`config.mk`:
```
export PLATFORM = sky130hd
export DESIGN_NAME = network_controller_flat
export DESIGN_NICKNAME = d
export VERILOG_FILES = /design/src/rtl/network_controller_if.sv /design/src/rtl/network_controller.sv /design/src/flat_wrapper.sv
export SDC_FILE = /design/constraint.sdc
export NUM_CORES = 1
export LEC_CHECK = 0
export ABC_CLOCK_PERIOD_IN_PS = 22200
export BUFFER_PORTS_ARGS = -buffer_cell sky130_fd_sc_hd__clkbuf_2
export CORE_MARGIN = 2
export CORE_UTILIZATION = 45
export CTS_CLUSTER_SIZE = 30
export DETAILED_ROUTE_END_ITERATION = 7
export HOLD_SLACK_MARGIN = 0.03
export SYNTH_ARGS = -nofsm -noshare
export SYNTH_HDL_FRONTEND = slang
export SYNTH_SLANG_ARGS = --single-unit
export TNS_END_PERCENT = 1
```
`constraint.sdc`:
```
create_clock -name clk -period 22.2 [get_ports clk]
set_input_delay 2.22 -clock clk [delete_from_list [all_inputs] [get_ports clk]]
set_output_delay 2.22 -clock clk [all_outputs]
set_load 0.005 [all_outputs]
```
`src/rtl/network_controller_if.sv`:
```
`default_nettype none
// ============================================================================
// network_controller_if
// Weight-load / compute-request bus between the ROM controller and the neuron.
// Revision: 1.0
// ============================================================================
interface network_controller_if;
    logic        writeData;
    logic [1:0]  address;
    logic [0:31] rom_output;
    logic        start_network_controller;
    logic [0:31] inputs;
    logic        busy;
    logic        done;
    logic [0:25] result;
    logic        fire;
    logic [3:0]  loaded;
    logic        err;

    modport master (
        output writeData, address, rom_output, start_network_controller, inputs,
        input  busy, done, result, fire, loaded, err
    );

    modport slave (
        input  writeData, address, rom_output, start_network_controller, inputs,
        output busy, done, result, fire, loaded, err
    );
endinterface
`default_nettype wire

```
`src/rtl/network_controller.sv`:
```
`default_nettype none
// ============================================================================
// network_controller
// Four-weight signed MAC neuron fed by the ROM weight stream, with threshold fire.
// Revision: 1.0
// ============================================================================
module network_controller #(
    parameter logic signed [25:0] THRESHOLD = 26'sd0
) (
    input  wire logic          clk,
    input  wire logic          reset,
    network_controller_if.slave bus
);

    typedef enum logic [1:0] {
        IDLE = 2'd0,
        MAC  = 2'd1,
        DONE = 2'd2
    } state_t;

    state_t             state_q, state_d;
    logic [1:0]         k_q, k_d;
    logic signed [25:0] acc_q, acc_d;
    logic signed [25:0] result_q, result_d;
    logic               fire_q, fire_d;
    logic               err_q, err_d;
    logic [3:0]         loaded_q, loaded_d;
    logic signed [15:0] weight_q [4];
    logic signed [15:0] weight_d [4];
    logic [0:31]        x_q, x_d;

    logic signed [7:0]  x_sel;
    logic signed [23:0] product;
    logic signed [25:0] acc_sum;
    logic               write_ok;
    logic               unused_rom_hi;

    assign unused_rom_hi = &{1'b0, bus.rom_output[0:15]};

    always_comb begin
        x_sel = 8'sd0;
        case (k_q)
            2'd0:    x_sel = x_q[0:7];
            2'd1:    x_sel = x_q[8:15];
            2'd2:    x_sel = x_q[16:23];
            default: x_sel = x_q[24:31];
        endcase
        product = weight_q[k_q] * x_sel;
        acc_sum = acc_q + {{2{product[23]}}, product};
    end

    always_comb begin
        state_d  = state_q;
        k_d      = k_q;
        acc_d    = acc_q;
        x_d      = x_q;
        result_d = result_q;
        fire_d   = fire_q;
        err_d    = 1'b0;
        loaded_d = loaded_q;
        weight_d = weight_q;

        // A write landing on the same edge as a start must count toward the start check.
        write_ok = bus.writeData && (state_q != MAC);
        if (write_ok) begin
            weight_d[bus.address] = bus.rom_output[16:31];
            loaded_d[bus.address] = 1'b1;
        end

        case (state_q)
            MAC: begin
                acc_d = acc_sum;
                k_d   = k_q + 2'd1;
                if (k_q == 2'd3) begin
                    state_d  = DONE;
                    result_d = acc_sum;
                    fire_d   = (acc_sum > THRESHOLD);
                end
            end
            default: begin
                state_d = IDLE;
                if (bus.start_network_controller) begin
                    if (loaded_d == 4'b1111) begin
                        state_d = MAC;
                        x_d     = bus.inputs;
                        acc_d   = 26'sd0;
                        k_d     = 2'd0;
                    end else begin
                        err_d = 1'b1;
                    end
                end
            end
        endcase
    end

    always_ff @(posedge clk or posedge reset) begin
        if (reset) begin
            state_q  <= IDLE;
            k_q      <= 2'd0;
            acc_q    <= 26'sd0;
            x_q      <= 32'd0;
            result_q <= 26'sd0;
            fire_q   <= 1'b0;
            err_q    <= 1'b0;
            loaded_q <= 4'b0000;
            for (int i = 0; i < 4; i++) begin
                weight_q[i] <= 16'sd0;
            end
        end else begin
            state_q  <= state_d;
            k_q      <= k_d;
            acc_q    <= acc_d;
            x_q      <= x_d;
            result_q <= result_d;
            fire_q   <= fire_d;
            err_q    <= err_d;
            loaded_q <= loaded_d;
            for (int i = 0; i < 4; i++) begin
                weight_q[i] <= weight_d[i];
            end
        end
    end

    assign bus.busy   = (state_q == MAC);
    assign bus.done   = (state_q == DONE);
    assign bus.result = result_q;
    assign bus.fire   = fire_q;
    assign bus.loaded = loaded_q;
    assign bus.err    = err_q;

endmodule
`default_nettype wire

```
`src/flat_wrapper.sv`:
```
// flat-port wrapper written by rule: the top's interface ports become plain ports
module network_controller_flat 
#(
    parameter logic signed [25:0] THRESHOLD = 26'sd0
)
  (clk, reset, bus_writeData, bus_address, bus_rom_output, bus_start_network_controller, bus_inputs, bus_busy, bus_done, bus_result, bus_fire, bus_loaded, bus_err);
  network_controller_if bus_i ();
  input  wire logic clk;
  input  wire logic reset;
  input wire logic [$bits(bus_i.writeData)-1:0] bus_writeData;
  input wire logic [$bits(bus_i.address)-1:0] bus_address;
  input wire logic [$bits(bus_i.rom_output)-1:0] bus_rom_output;
  input wire logic [$bits(bus_i.start_network_controller)-1:0] bus_start_network_controller;
  input wire logic [$bits(bus_i.inputs)-1:0] bus_inputs;
  output wire logic [$bits(bus_i.busy)-1:0] bus_busy;
  output wire logic [$bits(bus_i.done)-1:0] bus_done;
  output wire logic [$bits(bus_i.result)-1:0] bus_result;
  output wire logic [$bits(bus_i.fire)-1:0] bus_fire;
  output wire logic [$bits(bus_i.loaded)-1:0] bus_loaded;
  output wire logic [$bits(bus_i.err)-1:0] bus_err;
  assign bus_i.writeData = bus_writeData;
  assign bus_i.address = bus_address;
  assign bus_i.rom_output = bus_rom_output;
  assign bus_i.start_network_controller = bus_start_network_controller;
  assign bus_i.inputs = bus_inputs;
  assign bus_busy = bus_i.busy;
  assign bus_done = bus_i.done;
  assign bus_result = bus_i.result;
  assign bus_fire = bus_i.fire;
  assign bus_loaded = bus_i.loaded;
  assign bus_err = bus_i.err;
  network_controller #(.THRESHOLD(THRESHOLD)) u_core (.clk(clk), .reset(reset), .bus(bus_i));
endmodule
```
After elaboration in Yosys (flattened, before gate mapping)
Cells that the tools add are included.
{"block": "word_totals", "ramBits": 0, "mem_bits_ro": 0, "word_cells": 65, "latch_bits": 0, "reg_bits": 158, "memories": 0}
{"block": "op_classes", "n_reduce_logical": 9, "bitwise_logic": 4, "n_mul": 1, "shifts": 0, "muxes": 23, "n_addsub": 2, "div": 0, "n_eq_ne": 8, "magnitude_cmp": 6}
{"operator": "26-bit two-way mux", "n": 3}
{"operator": "64-bit bitwise mux", "n": 1}
{"operator": "16-bit two-way mux", "n": 3}
{"operator": "16-bit binary-select mux with 2-bit select", "n": 1}
{"operator": "16-bit demux with 2-bit select", "n": 1}
{"operator": "26-bit adder", "n": 1}
{"operator": "26-bit by 1-bit greater-than comparator with 1-bit output, second input constant", "n": 1}
{"operator": "16-bit by 8-bit multiplier with 24-bit output", "n": 1}
{"operator": "8-bit case mux with 3 select lines", "n": 1}
{"operator": "2-bit two-way mux", "n": 6}
{"operator": "2-bit == test, second input constant", "n": 3}
{"operator": "3-bit >= comparator, second input constant", "n": 2}
{"operator": "2-bit inverter with 3-bit output", "n": 2}
{"operator": "1-bit two-way mux", "n": 5}
{"operator": "2-bit by 1-bit == test with 1-bit output, second input constant", "n": 2}
{"operator": "4-bit == test, second input constant", "n": 1}
{"operator": "4-bit two-way mux", "n": 1}
{"operator": "2-bit by 1-bit inequality test with 1-bit output, second input constant", "n": 2}
{"operator": "4-bit bitwise OR", "n": 1}
{"operator": "2-bit AND reduction", "n": 2}
{"operator": "2-bit nonzero test", "n": 2}
{"operator": "1-bit logical AND", "n": 3}
{"operator": "2-bit by 3-bit < comparator with 1-bit output, second input constant", "n": 1}
{"operator": "3-bit by 1-bit < comparator with 1-bit output, second input constant", "n": 1}
{"operator": "other kinds (6)", "n": 6}

Longest topological paths before layout
{"block": "depth", "ltp_word": 10, "depth_mapped": 38}

Worst setup path after synthesis
No wires, ideal clock.
{"block": "synth_timing", "path_type": "reg-to-reg", "startpoint": "reg u_core.k_q[0]", "endpoint": "reg u_core.fire_q, in the netlist u_core.bus.fire", "path_buffers": 4, "arrival_time_ns": 8.031, "path_stages_with_launch": 35, "period_less_slack_ns": 8.158, "setup_slack_ns": 14.042, "path_cell_list": "dfrtp_1 clkbuf_1 buf_1 inv_1 ha_1 clkbuf_1 a222oi_1 nand2_1 o21ai_0 clkbuf_1 nand2b_1 fa_1 fa_1 inv_1 fa_1 inv_1 fa_1 inv_1 ha_1 a21o_1 a21oi_1 o21ai_1 a211oi_2 nor4_1 a2111oi_2 o21bai_1 a21oi_1 xnor2_1 ha_1 mux2_2 a311oi_1 o311ai_2 nand2b_1 nor4_1 nor3_1"}
{"block": "synth_via", "elab_chain_len": 7, "elab_cells_between_ends": 13, "cone_classes": "add/sub: 1; mul: 1; order compare: 1; eq/ne: 3; mux: 4; bitwise: 1; reduce/logical: 2"}
{"item": "start: declaration", "line_no": "network_controller.sv:22", "rtl": "logic [1:0] k_q, k_d;"}
{"item": "start signal: assignment", "line_no": "network_controller.sv:111", "rtl": "k_q <= k_d;"}
{"item": "2-bit inverter with 3-bit output (not written as such)", "line_no": "network_controller.sv:48", "rtl": "product = weight_q[k_q] * x_sel;"}
{"item": "16-bit binary-select mux with 2-bit select", "line_no": "network_controller.sv:48"}
{"item": "16-bit two-way mux (not written as such) (2 in a row)", "line_no": "network_controller.sv:48"}
{"item": "16-bit by 8-bit multiplier with 24-bit output", "line_no": "network_controller.sv:48"}
{"item": "26-bit adder", "line_no": "network_controller.sv:49", "rtl": "acc_sum = acc_q + {{2{product[23]}}, product};"}
{"item": "26-bit by 1-bit greater-than comparator with 1-bit output", "line_no": "network_controller.sv:77", "rtl": "fire_d = (acc_sum > THRESHOLD);"}
{"item": "end signal: assignment", "line_no": "network_controller.sv:115", "rtl": "fire_q <= fire_d;"}
{"item": "end: declaration", "line_no": "network_controller.sv:25", "rtl": "logic fire_q, fire_d;"}
Several ways; a longest one is shown, not always the timed one. The select of a mux whose other input is x is not followed.
A chain may end at the register's enable or synchronous reset.

Final worst setup path
{"block": "layout_timing", "startpoint": "reg u_core.k_q[1]", "endpoint": "reg u_core.fire_q, in the netlist u_core.bus.fire"}
The elaborated chain is that of the path after synthesis.

==> results_dict.tcl <==
set metrics [dict create \
    status "finished, final reports clean" \
    yosys.cell_types.count 80 \
    setup_tns_ns 0 \
    preCtsSetupSlack_ns 13.25 \
    postSynthCellCount 1270 \
    fp.dieW_um 172 \
    required_ns 22.51 \
    synth_fp_nets 1522 \
    portBuffers 87 \
    cp.arrival_ns 9.24 \
    async_reset_ff_share_pct 100 \
    tightest_slew_ns 0.971 \
    endpoint_kind "register" \
    drc 0 \
    cts_made_buffers 17 \
    period_minus_slack_ns 8.93 \
    startpoint "u_core.k_q[1]$_DFFE_PP0P_" \
    grt-ovfl-total 0 \
    yosysSeqAreaShare_pct 31.2 \
    setup_viol 0 \
    holdPathEnd "u_core.bus.result[13]$_DFFE_PP0P_" \
    critPathSlowestCell "inv_1" \
    min_path_cells 2 \
    place_congestion 0.826 \
    finalMaxSlewViolations 0 \
    syn_area_per_cell_sq_um 9.96 \
    n_antenna_cell 0 \
    path_class "reg -> reg" \
    r2r-start "u_core.k_q[1]$_DFFE_PP0P_" \
    worstHoldPathType "reg -> reg" \
    crit_family "adder cells" \
    drtIter0Drc 519 \
    synth-edff-count 0 \
    rrSetupSlack_ns 13.27 \
    drt-total-wl_mm 27.7 \
    finalClockSkew_ns 0.0145 \
    drt-vias-per-instance 5.27 \
    path_clk_slew_ns 0.07 \
    vias 9158 \
    syn_to_final_growth_pct 11.4 \
    htree_levels 4 \
    cp_num_cells 31 \
    die_h_um 172 \
    final_cell_mix "dfrtp_1 (157), inv_1 (155), nor2_1 (125)" \
    rr_worst_depth 31 \
    first_global_vias 9255 \
    grt_start_max_net_pins 105 \
    max_slew_margin_pct 35.2 \
    drv_cap 0 \
    drive_above_1_share_pct 21.5 \
    slowest_delay_ns 0.77 \
    crit_buf_inv 5 \
    hpwl_mm 20.8 \
    layout.cells.non_filler 1739 \
    tritoncts "done" \
    row_count 61 \
    drt-wirelength-per-cell_um 15.9 \
    period_share_pct 40.2 \
    fillers 2551 \
    fp.coreArea_sq_mm 0.0277 \
    cts.path.max_buffers 2 \
    dp_cells 1708 \
    root_buffer "clkbuf_16" \
    worst_skew_pair.late_latency_ns 0.44 \
    post_cts_buffers 0 \
    io_pins 104 \
    grt_pass1_wl_mm 46.6 \
    antenna_found_initial 0 \
    layout_setup_ws_ns 13.27 \
    yosysWarnings 0 \
    rr_endpoint "u_core.bus.fire$_DFFE_PP0P_" \
    grt_use_total_pct 20.1 \
    ant_nets 0 \
    nNetsFinal 1601 \
    synthFlopType "dfrtp_1" \
    hp-start "u_core.bus.result[13]$_DFFE_PP0P_" \
    die-area_sq_mm 0.0295 \
    cts.repair.resized 0 \
    drt_pass1_iterations 5 \
    hold_viol 0 \
    synth_area_sq_mm 0.0127 \
    cts.sink_count 158 \
    fmax_mhz 112 \
    cp-start-kind "register" \
    rsz0062_at_grt "false" \
    fin_util_pct 50.9 \
    synth-seq-cells 158 \
    final_common_cell "dfrtp_1" \
    worstPathMaxFanout 32 \
    postCtsHoldBufs 0 \
    initial_core_util_pct 45.7 \
]
metal layers:
metal / share of wire (%) / GRT usage, %
met5: 0 / 0
met4: 1.5 / 5.82
met2: 49 / 33.7
met1: 46 / 26.8
met3: 3.3 / 3.27
layout make-up:
cell class                      count  area, sq um  area share, %
Clock buffer                       19          443           3.14
Clock inverter                     12          150           1.07
Inverter                          158          598           4.24
Multi-Input combinational cell    911         7920           56.2
Sequential cell                   158         3960           28.1
Tap cell                          378          473           3.36
Timing Repair Buffer              103          556           3.94
per-stage QoR:
| step | instance area (sq um) | hold WS [ns] |
|---|---|---|
| final | 14100 | 0.473 |
| after global placement | 13500 | 0.459 |
| after detailed placement | 13500 | 0.463 |
| after global routing | 14100 | 0.510 |
| after floorplan | 12700 | 0.456 |
| after CTS | 14100 | 0.479 |
cells by family (layout without fill, tap and decap cells):
kind of cell,Yosys count,after routing,synth area share [%]
adder cells (fa/ha/maj),182,182,24.2
XOR/XNOR,41,41,2.90
buffers and inverters,201,292,6.19
multiplexers,129,129,11.4
AND/OR/NAND/NOR,361,361,13.4
AO/OA/AOI/OAI,198,198,10.7
flip-flops,158,158,31.2
flip-flops by register name (all words and copies together), names as in the netlist:
name / flops
u_core.bus.err: 1
u_core.k_q: 2
u_core.state_q: 2
u_core.weight_q: 64
u_core.bus.result: 26
u_core.bus.loaded: 4
u_core.acc_q: 26
u_core.x_q: 32
u_core.bus.fire: 1
synthesized netlist by cell type (5+ instances only):
cell type  instances  area [sq um]
or3_1              6          37.5
mux2_2           108          1220
nor4_1             6          37.5
or2_2             25           156
inv_1            156           586
fa_1             104          2080
a21oi_1           32           160
a222oi_1           8          80.1
mux2i_1           15           150
nor2b_1           15          93.8
buf_2              8          40.0
nand4_1            5          31.3
and2_1             6          37.5
nand3_1           10          50.1
and3_1             8          50.1
o2111ai_1          5          43.8
a211oi_1           6          45.0
a22o_1             6          52.6
xnor2_1           26           228
nand2b_1           8          50.1
o21a_1             6          45.0
nor2_1           125           469
ha_1              78           976
mux2_1             5          56.3
clkbuf_1          30           113
o21ai_0           52           260
xor2_1            14           123
nor3_1            11          55.1
o21ai_1           26           130
a21o_1            14           105
dfrtp_1          158          3950
nand2_1          115           432
worst reg2reg max path: cells and delay by family (launching register included):
kind	cells	cell delay (ns)
AND/OR/NAND/NOR	6	1.04
AO/OA/AOI/OAI	11	2.31
XOR/XNOR	1	0.10
multiplexers	1	0.36
flip-flops	1	0.51
buffers and inverters	5	1.14
adder cells (fa/ha/maj)	7	3.35
how the worst max path moves through the flow:
stage	slack, ns	to
3_3_place_gp	13.31	u_core.bus.fire$_DFFE_PP0P_
5_1_grt	12.58	u_core.bus.fire$_DFFE_PP0P_
6_report	13.27	u_core.bus.fire$_DFFE_PP0P_
3_5_place_dp	13.25	u_core.bus.fire$_DFFE_PP0P_
2_1_floorplan	14.04	u_core.bus.fire$_DFFE_PP0P_
4_1_cts	13.21	u_core.bus.fire$_DFFE_PP0P_
Power is not shown: default switching activity piles up to over one toggle a cycle in this logic, so the estimate is an artifact.
